--- src/rtl/shift_right_seq.sv ---
// shift_right_seq: multi-cycle right shifter (logical/arithmetic), up to STEP bits per cycle
module shift_right_seq #(
    parameter int WIDTH = 32,
    parameter int STEP  = 4,
    localparam int SW   = $clog2(WIDTH)
) (
    input  logic             clk,
    input  logic             rst,
    input  logic             in_valid,
    output logic             in_ready,
    input  logic [WIDTH-1:0] in_data,
    input  logic [SW-1:0]    in_shamt,
    input  logic             in_arith,
    output logic             out_valid,
    input  logic             out_ready,
    output logic [WIDTH-1:0] out_data,
    output logic             busy
);
    localparam logic [SW-1:0] STEP_W = SW'(STEP);

    typedef enum logic [1:0] {S_IDLE, S_SHIFT, S_DONE} state_t;

    state_t           r_state;
    state_t           w_next;
    logic [WIDTH-1:0] r_acc;
    logic [SW-1:0]    r_rem;
    logic             r_arith;
    logic [SW-1:0]    w_s;
    logic [SW-1:0]    w_rem_nx;
    logic             w_fill;
    logic [WIDTH-1:0] w_shifted;
    logic [WIDTH-1:0] w_cand [STEP+1];

    assign w_s      = (r_rem < STEP_W) ? r_rem : STEP_W;
    assign w_rem_nx = r_rem - w_s;
    assign w_fill   = r_arith & r_acc[WIDTH-1];
    assign w_cand[0] = r_acc;

    // Fixed-distance candidates keep the per-cycle shifter a small STEP+1 way mux.
    for (genvar g = 1; g <= STEP; g++) begin : g_cand
        assign w_cand[g] = {{g{w_fill}}, r_acc[WIDTH-1:g]};
    end

    // Pick the candidate matching this cycle's step size.
    always_comb begin
        w_shifted = r_acc;
        for (int k = 1; k <= STEP; k++)
            if (w_s == SW'(k)) w_shifted = w_cand[k];
    end

    // State register.
    always_ff @(posedge clk or posedge rst) begin
        if (rst) r_state <= S_IDLE;
        else     r_state <= w_next;
    end

    // Next-state logic: zero shift goes straight to DONE, last step lands exactly on rem.
    always_comb begin
        w_next = r_state == S_IDLE  ? (in_valid ? (in_shamt != '0 ? S_SHIFT : S_DONE) : S_IDLE) :
                 r_state == S_SHIFT ? (w_rem_nx == '0 ? S_DONE : S_SHIFT) :
                 r_state == S_DONE  ? (out_ready ? S_IDLE : S_DONE) : S_IDLE;
    end

    // Datapath: load operand on accept, step the shift while in SHIFT, hold otherwise.
    always_ff @(posedge clk or posedge rst) begin
        if (rst) begin
            r_acc   <= '0;
            r_rem   <= '0;
            r_arith <= 1'b0;
        end else if (r_state == S_IDLE && in_valid) begin
            r_acc   <= in_data;
            r_rem   <= in_shamt;
            r_arith <= in_arith;
        end else if (r_state == S_SHIFT) begin
            r_acc   <= w_shifted;
            r_rem   <= w_rem_nx;
        end
    end

    // Outputs decoded from state; result is the accumulator itself.
    always_comb begin
        in_ready  = r_state == S_IDLE;
        out_valid = r_state == S_DONE;
        busy      = r_state != S_IDLE;
        out_data  = r_acc;
    end
endmodule

--- config.mk ---
export PLATFORM = sky130hd
export DESIGN_NAME = shift_right_seq
export DESIGN_NICKNAME = d
export VERILOG_FILES = /design/src/rtl/shift_right_seq.sv
export SDC_FILE = /design/constraint.sdc
export NUM_CORES = 1
export LEC_CHECK = 0
export BUFFER_PORTS_ARGS = -buffer_cell sky130_fd_sc_hd__buf_2
export CAP_MARGIN = 20
export CORE_UTILIZATION = 54
export CTS_CLUSTER_SIZE = 14
export DETAILED_ROUTE_END_ITERATION = 8
export HOLD_SLACK_MARGIN = 0.15
export PLACE_DENSITY_LB_ADDON = 0.1
export SYNTH_ARGS = -nofsm -noshare
export SYNTH_HDL_FRONTEND = slang
export SYNTH_SLANG_ARGS = --single-unit
--- constraint.sdc ---
create_clock -name clk -period 2.7 [get_ports clk]
set_input_delay 0.135 -clock clk [delete_from_list [all_inputs] [get_ports clk]]
set_output_delay 0.135 -clock clk [all_outputs]
set_load 0.02 [all_outputs]
==> results of run 1 <==
## logic make-up (layout without fill, tap and decap cells)
group | after synthesis | in the layout | share of synthesized area, %
adder cells (fa/ha/maj) | 1 | 1 | 0.4128
buffers and inverters | 41 | 127 | 6.689
flip-flops | 40 | 40 | 33.03
AND/OR/NAND/NOR | 122 | 122 | 16.85
multiplexers | 31 | 31 | 10.24
AO/OA/AOI/OAI | 117 | 117 | 32.66
other | 1 | 1 | 0.1237
## layout make-up
cell class                      instances  area, um2  share of cell area (%)
Inverter                                6      22.52                  0.5913
Sequential cell                        40       1003                   26.35
Tap cell                               70      87.58                   2.300
Clock buffer                            6      82.58                   2.168
Multi-Input combinational cell        272       1834                   48.16
Clock inverter                          2      10.01                  0.2628
Timing Repair Buffer                  113      768.2                   20.17
## power by group through the flow
stage | Sequential (W) | Combinational, W | Clock [W]
CTS | 0.00144 | 0.00310 | 0.000443
detailed placement | 0.00145 | 0.00306 | 0
finish | 0.00144 | 0.00309 | 0.000437
global placement | 0.00144 | 0.00298 | 0
global route | 0.00150 | 0.00340 | 0.000463
floorplan | 0.00152 | 0.00229 | 0
## sequential cells by signal, indices dropped and copies added (netlist names)
name      flops
out_data     32
r_state       2
r_rem         5
r_arith       1
## stage by stage
| stage | instances | cell area (um2) |
|---|---|---|
| 2_1_floorplan | 353 | 3030 |
| 3_3_place_gp | 472 | 3426 |
| 3_5_place_dp | 472 | 3426 |
| 4_1_cts | 509 | 3809 |
| 5_1_grt | 509 | 3809 |
| 6_report | 509 | 3809 |
## routing by layer
metal / vias to the layer above / track usage (%)
li1: 1459 / -
met1: 1425 / 36.47
met2: 76 / 44.11
met3: 7 / 4.167
met4: 0 / 7.500
met5: - / 0
## cells in the mapped netlist
cell type / number
nor2_1: 62
nand2_1: 42
dfrtp_1: 40
a211oi_1: 31
mux2i_1: 31
o31ai_1: 29
a211oi_2: 27
clkbuf_1: 17
buf_2: 12
a21oi_1: 8
nor2b_1: 8
inv_1: 6
buf_6: 4
o21ai_0: 4
o22ai_1: 3
a21o_1: 2
nand2b_1: 2
nor4_1: 2
o211ai_1: 2
o21bai_1: 2
a211o_1: 1
a221o_1: 1
a22o_1: 1
a22oi_1: 1
a2bb2oi_1: 1
a311oi_1: 1
a31o_2: 1
a32oi_1: 1
buf_1: 1
buf_4: 1
conb_1: 1
ha_1: 1
nand3b_1: 1
nor3_1: 1
nor3b_1: 1
nor3b_2: 1
o21a_1: 1
or2_2: 1
or3_1: 1
## timing repair
item	4_1_cts	5_1_grt
gates resized for setup	0	0
hold endpoints to repair	39	0
hold buffers	29	0
## worst max-delay path by stage
stage,slack [ns],to,depth (start not counted)
6_report,0.60,r_state[0]$_DFF_PP0_,7
3_5_place_dp,0.64,r_state[0]$_DFF_PP0_,7
5_1_grt,0.46,r_state[0]$_DFF_PP0_,7
4_1_cts,0.61,r_state[0]$_DFF_PP0_,7
3_3_place_gp,0.74,r_state[0]$_DFF_PP0_,7
2_1_floorplan,0.58,r_state[1]$_DFF_PP0_,9
## cell usage in the layout, fill, tap and decap left out, types with 2 or more instances in the layout
cell type / synthesis / layout
a211oi_1: 31 / 31
a211oi_2: 27 / 27
a21o_1: 2 / 2
a21oi_1: 8 / 8
buf_12: 0 / 3
buf_2: 12 / 76
buf_4: 1 / 5
clkbuf_8: 0 / 6
clkinv_2: 0 / 2
dfrtp_1: 40 / 38
dfrtp_2: 0 / 2
dlygate4sd3_1: 0 / 29
inv_1: 6 / 6
mux2i_1: 31 / 31
nand2_1: 42 / 42
nand2b_1: 2 / 2
nor2_1: 62 / 62
nor2b_1: 8 / 8
nor4_1: 2 / 2
o211ai_1: 2 / 2
o21ai_0: 4 / 4
o21bai_1: 2 / 2
o22ai_1: 3 / 3
o31ai_1: 29 / 29
## worst max-delay path: stages (launching register included)
cell       delay [ns]
dfrtp_1          0.50
or3_2            0.46
nand2_1          0.09
ha_1             0.20
a211oi_1         0.07
a2bb2oi_1        0.16
nor4_1           0.35
o21ai_0          0.14
==> impl_metrics.json, run 1 <==
{
  "p_sw_share_pct": 51.77,
  "synth_top_area_share_pct": 33.03,
  "synth_seq_area_share_pct": 33.03,
  "ys_warn_count": 0,
  "cts_root_buffer": "clkbuf_8",
  "fp.dieH_um": 76.91,
  "post_cts_buffers": 0,
  "cap_viol_max_count": 0,
  "post-route-drc-count": 0,
  "drt_wl_total_um": 7683,
  "setup_tns_ns": 0,
  "die_x_um": 76.91,
  "wl_met2_um": 3653,
  "nNetsFinal": 481,
  "synth_nets": 396,
  "rsz0062_at_grt": "no",
  "seqPwrFrac_pct": 29.0,
  "die-area_um2": 5915,
  "timing.hold.ws_ns": 0.1393,
  "max_freq_ghz": 0.4773,
  "switchingPower_w": 0.002573,
  "postSynthAreaPerCell_um2": 8.585,
  "skew_ns": 0.01117,
  "grt_pass1_wl_um": 12890,
  "worst-endpoint-arrival_ns": 2.27,
  "netlist_instances": 353,
  "min_period_ns": 2.095,
  "clkSinkCount": 40,
  "cp-end-kind": "flop",
  "antenna_found_initial": 0,
  "p_int_w": 0.002397,
  "worst_slack_ns": 0.6050,
  "wl_per_cell_um": 15.09,
  "clkSlewWorstSetupHoldPaths_ns": 0.09,
  "synth_area_um2": 3030,
  "cp-startpoint": "r_rem[2]$_DFFE_PP0P_",
  "highest_layer": "met4",
  "clk_latency_ns": 0.31,
  "drt-vias-per-instance": 5.829,
  "first_pass_iters": 4,
  "peakVddDrop_v": 0.0008349,
  "row_count": 26,
  "worstSetupPathType": "reg -> reg",
  "power_frac_comb_pct": 62.2,
  "clkPwrFrac_pct": 8.8,
  "yosys.area.top_type": "dfrtp_1",
  "drv_slew": 0,
  "cts_tree": "yes",
  "cts_buffers": 5,
  "synthTopCellsByArea": "dfrtp_1 33%, a211oi_2 11%, mux2i_1 10%",
  "critical_path_required_ns": 2.87,
  "ant_nets": 0,
  "finalSetupViolations": 0,
  "pre_cts_ws_ns": 0.6385,
  "core-area_um2": 5270,
  "start_util_pct": 57.50,
  "track_usage_pct": 26.88,
  "syn_to_final_growth_pct": 25.68,
  "yosysUniqueCellTypes": 39,
  "status": "finished clean",
  "grt_max_degree": 65,
  "ctsHtreeMaxLevel": 2,
  "p_leak_nw": 1.613,
  "overflow": 0,
  "port_buffers": 76,
  "n_antenna_cell": 0,
  "r2r_cells": 7,
  "utilization_pct": 72.27,
  "via_count": 2967,
  "relSlewSlack_pct": 51.71,
  "pwr_density_cell_nw_per_um2": 1305,
  "cp-start-kind": "flop",
  "layout-drive-gt1-share_pct": 28.47,
  "fillers": 422,
  "hp-start": "in_data[23]",
  "whs_endpoint": "out_data[23]$_DFFE_PP0P_",
  "worst-path-max-fanout": 11,
  "dp_hpwl_um": 4776,
  "rrSetupSlack_ns": 0.60,
  "finalHoldViolCount": 0,
  "post-route-period-util_pct": 77.59,
  "power_w": 0.004970,
  "grt_pass1_vias": 2673,
  "met3WireLength_um": 321,
  "drt-met1-wl_um": 3641,
  "place_congestion": 0.8014,
  "hold_path.class": "in -> reg",
  "tightest_slew_ns": 0.7244,
  "ios": 77,
  "regToRegEndpoint": "r_state[0]$_DFF_PP0_",
  "synth_seq_cells": 40,
  "drt_iter0_markers": 191,
  "r2r_start": "r_rem[2]$_DFFE_PP0P_",
  "holdPathStages": 3,
  "clock_path_buffers": 2
}
(Power assumes the default switching activity.)
==> run 2: changes to the inputs <==
- clock period: 2.7 -> 2.1 ns (I/O delays scaled with it)
==> run 2 against run 1 <==
Net effect:
- sequential power up 22%
- highest routed layer unchanged
- critical path depth stayed put
- utilization grew 2.8 points
- maximum frequency increased by 6.3%
- wire length up 5.4%
- non-clock buffer count up 17
- register-to-register slack lost 0.48 ns
- hold slack gained 0.0058 ns
- via count is 1.6% higher
- final cell count increased by 3.3%
- clock skew down 0.0044 ns
- count of clock-buffer cells in the layout grew 2
==> impl_metrics.json, run 2 (synthesis gave the netlist of run 1 again) <==
{
  "cts_tree": "yes",
  "worst-path-max-fanout": 4,
  "post_dp_cell_area_um2": 3481,
  "drv_slew": 0,
  "layout-drive-gt1-share_pct": 29.39,
  "ctsHtreeMaxLevel": 2,
  "gr-usage-met3_pct": 2.976,
  "p_int_w": 0.003216,
  "core-area_um2": 5270,
  "final_common_cell": "buf_2",
  "r2r_cells": 7,
  "first_pass_iters": 6,
  "top_usage_layer": "met2",
  "pre_cts_ws_ns": 0.09539,
  "ant_nets": 0,
  "start_util_pct": 57.50,
  "multi_input_area_um2": 1847,
  "cts_root_buffer": "clkbuf_8",
  "setup_tns_ns": 0,
  "finalSetupViolations": 0,
  "wl_per_cell_um": 15.40,
  "cp-endpoint": "r_state[1]$_DFF_PP0_",
  "clkSlewWorstSetupHoldPaths_ns": 0.08,
  "regArea_um2": 1003,
  "rrSetupSlack_ns": 0.13,
  "rsz0062_at_grt": "no",
  "seqPwrFrac_pct": 26.7,
  "cp-start-kind": "flop",
  "relSlewSlack_pct": 63.11,
  "row_count": 26,
  "drt_iter0_markers": 220,
  "finalHoldViolCount": 0,
  "grtUsageMet1_pct": 40.36,
  "hold_path.class": "in -> reg",
  "die-area_um2": 5915,
  "drt_wl_total_um": 8098,
  "pwr_density_cell_nw_per_um2": 1670,
  "grt_pass1_vias": 2840,
  "via_count": 3014,
  "fp.dieH_um": 76.91,
  "clk_latency_ns": 0.29,
  "track_usage_pct": 28.94,
  "n_antenna_cell": 0,
  "max_freq_ghz": 0.5076,
  "critical_path_required_ns": 2.28,
  "switchingPower_w": 0.003388,
  "cp-startpoint": "r_rem[3]$_DFFE_PP0P_",
  "fillers": 422,
  "post-route-period-util_pct": 93.82,
  "clkPwrFrac_pct": 8.3,
  "status": "finished clean",
  "layout_common_cells": "76 x buf_2, 62 x nor2_1, 42 x nand2_1",
  "peakVddDrop_v": 0.001038,
  "dp_hpwl_um": 5084,
  "power_frac_comb_pct": 65.0,
  "worstSetupPathType": "reg -> reg",
  "finalInstanceArea_um2": 3954,
  "port_buffers": 76,
  "grt_pass1_wl_um": 13940,
  "p_leak_nw": 1.682,
  "cp-end-kind": "flop",
  "post-route-drc-count": 0,
  "min_period_ns": 1.970,
  "regToRegEndpoint": "r_state[1]$_DFF_PP0_",
  "worst_slack_ns": 0.1299,
  "grt_max_degree": 47,
  "cap_viol_max_count": 0,
  "clock_path_buffers": 2,
  "drt-vias-per-instance": 5.730,
  "ios": 77,
  "antenna_found_initial": 0,
  "worst-endpoint-arrival_ns": 2.15,
  "largest_reg_flops": 32,
  "tightest_slew_ns": 0.5533,
  "cts_buffers": 5,
  "p_sw_share_pct": 51.31,
  "place_congestion": 0.8175,
  "use_met2_pct": 47.86,
  "r2r_start": "r_rem[3]$_DFFE_PP0P_",
  "skew_ns": 0.006749,
  "die_x_um": 76.91,
  "syn_to_final_growth_pct": 30.47,
  "overflow": 0,
  "nNetsFinal": 498,
  "clkSinkCount": 40
}
run 2: area by class of cell:
type / count / share of cell area (%)
Tap cell: 70 / 2.215
Multi-Input combinational cell: 272 / 46.71
Clock buffer: 8 / 2.278
Inverter: 6 / 0.5696
Sequential cell: 40 / 25.38
Timing Repair Buffer: 130 / 22.85
run 2: repair_timing:
action,CTS,global route
resized for setup,0,2
endpoints found under the hold margin,76,0
hold buffers,37,0
setup buffers,0,0
endpoints found under the setup margin,0,2
run 2: power groups by stage:
stage	Combinational [W]	Clock, W	Sequential [W]
after floorplan	0.00295	0	0.00195
after global placement	0.00408	0	0.00175
after detailed placement	0.00419	0	0.00176
after CTS	0.00425	0.000564	0.00175
after global routing	0.00475	0.000590	0.00182
final	0.00429	0.000551	0.00176
run 2: how the worst min path moves through the flow:
stage / startpoint / slack [ns] / end / depth (start not counted)
2_1_floorplan: in_arith / 0.22 / r_arith$_DFFE_PP0P_ / 2
3_3_place_gp: rst / 0.26 / out_data[16]$_DFFE_PP0P_ / 3
3_5_place_dp: rst / 0.28 / out_data[15]$_DFFE_PP0P_ / 3
4_1_cts: in_shamt[1] / 0.15 / r_rem[1]$_DFFE_PP0P_ / 3
5_1_grt: in_shamt[0] / 0.18 / r_state[0]$_DFF_PP0_ / 5
6_report: in_shamt[1] / 0.15 / r_rem[1]$_DFFE_PP0P_ / 3
run 2: critical path, cell delays in order, from the launching register on:
cell and delay (ns):
dfrtp_1 0.38, or3_2 0.50, nand2_1 0.10, ha_1 0.22
o21ai_0 0.12, a2bb2oi_2 0.18, nor4_2 0.08, a211o_1 0.30
run 2: metrics by stage:
stage	util [%]	hold WS [ns]	power, W	cells
CTS	74.79	0.1519	0.006567	526
detailed placement	66.05	0.2777	0.005955	481
global placement	66.05	0.2605	0.005829	481
finish	75.02	0.1450	0.006604	526
global route	75.02	0.1846	0.007160	526
floorplan	-	0.2176	0.004902	353
run 2: per-layer routing:
| metal | part of all wire (%) | wire, um |
|---|---|---|
| met1 | 48 | 3867 |
| met2 | 47 | 3842 |
| met3 | 4.0 | 322 |
| met4 | 0.82 | 66 |
| met5 | 0 | 0 |
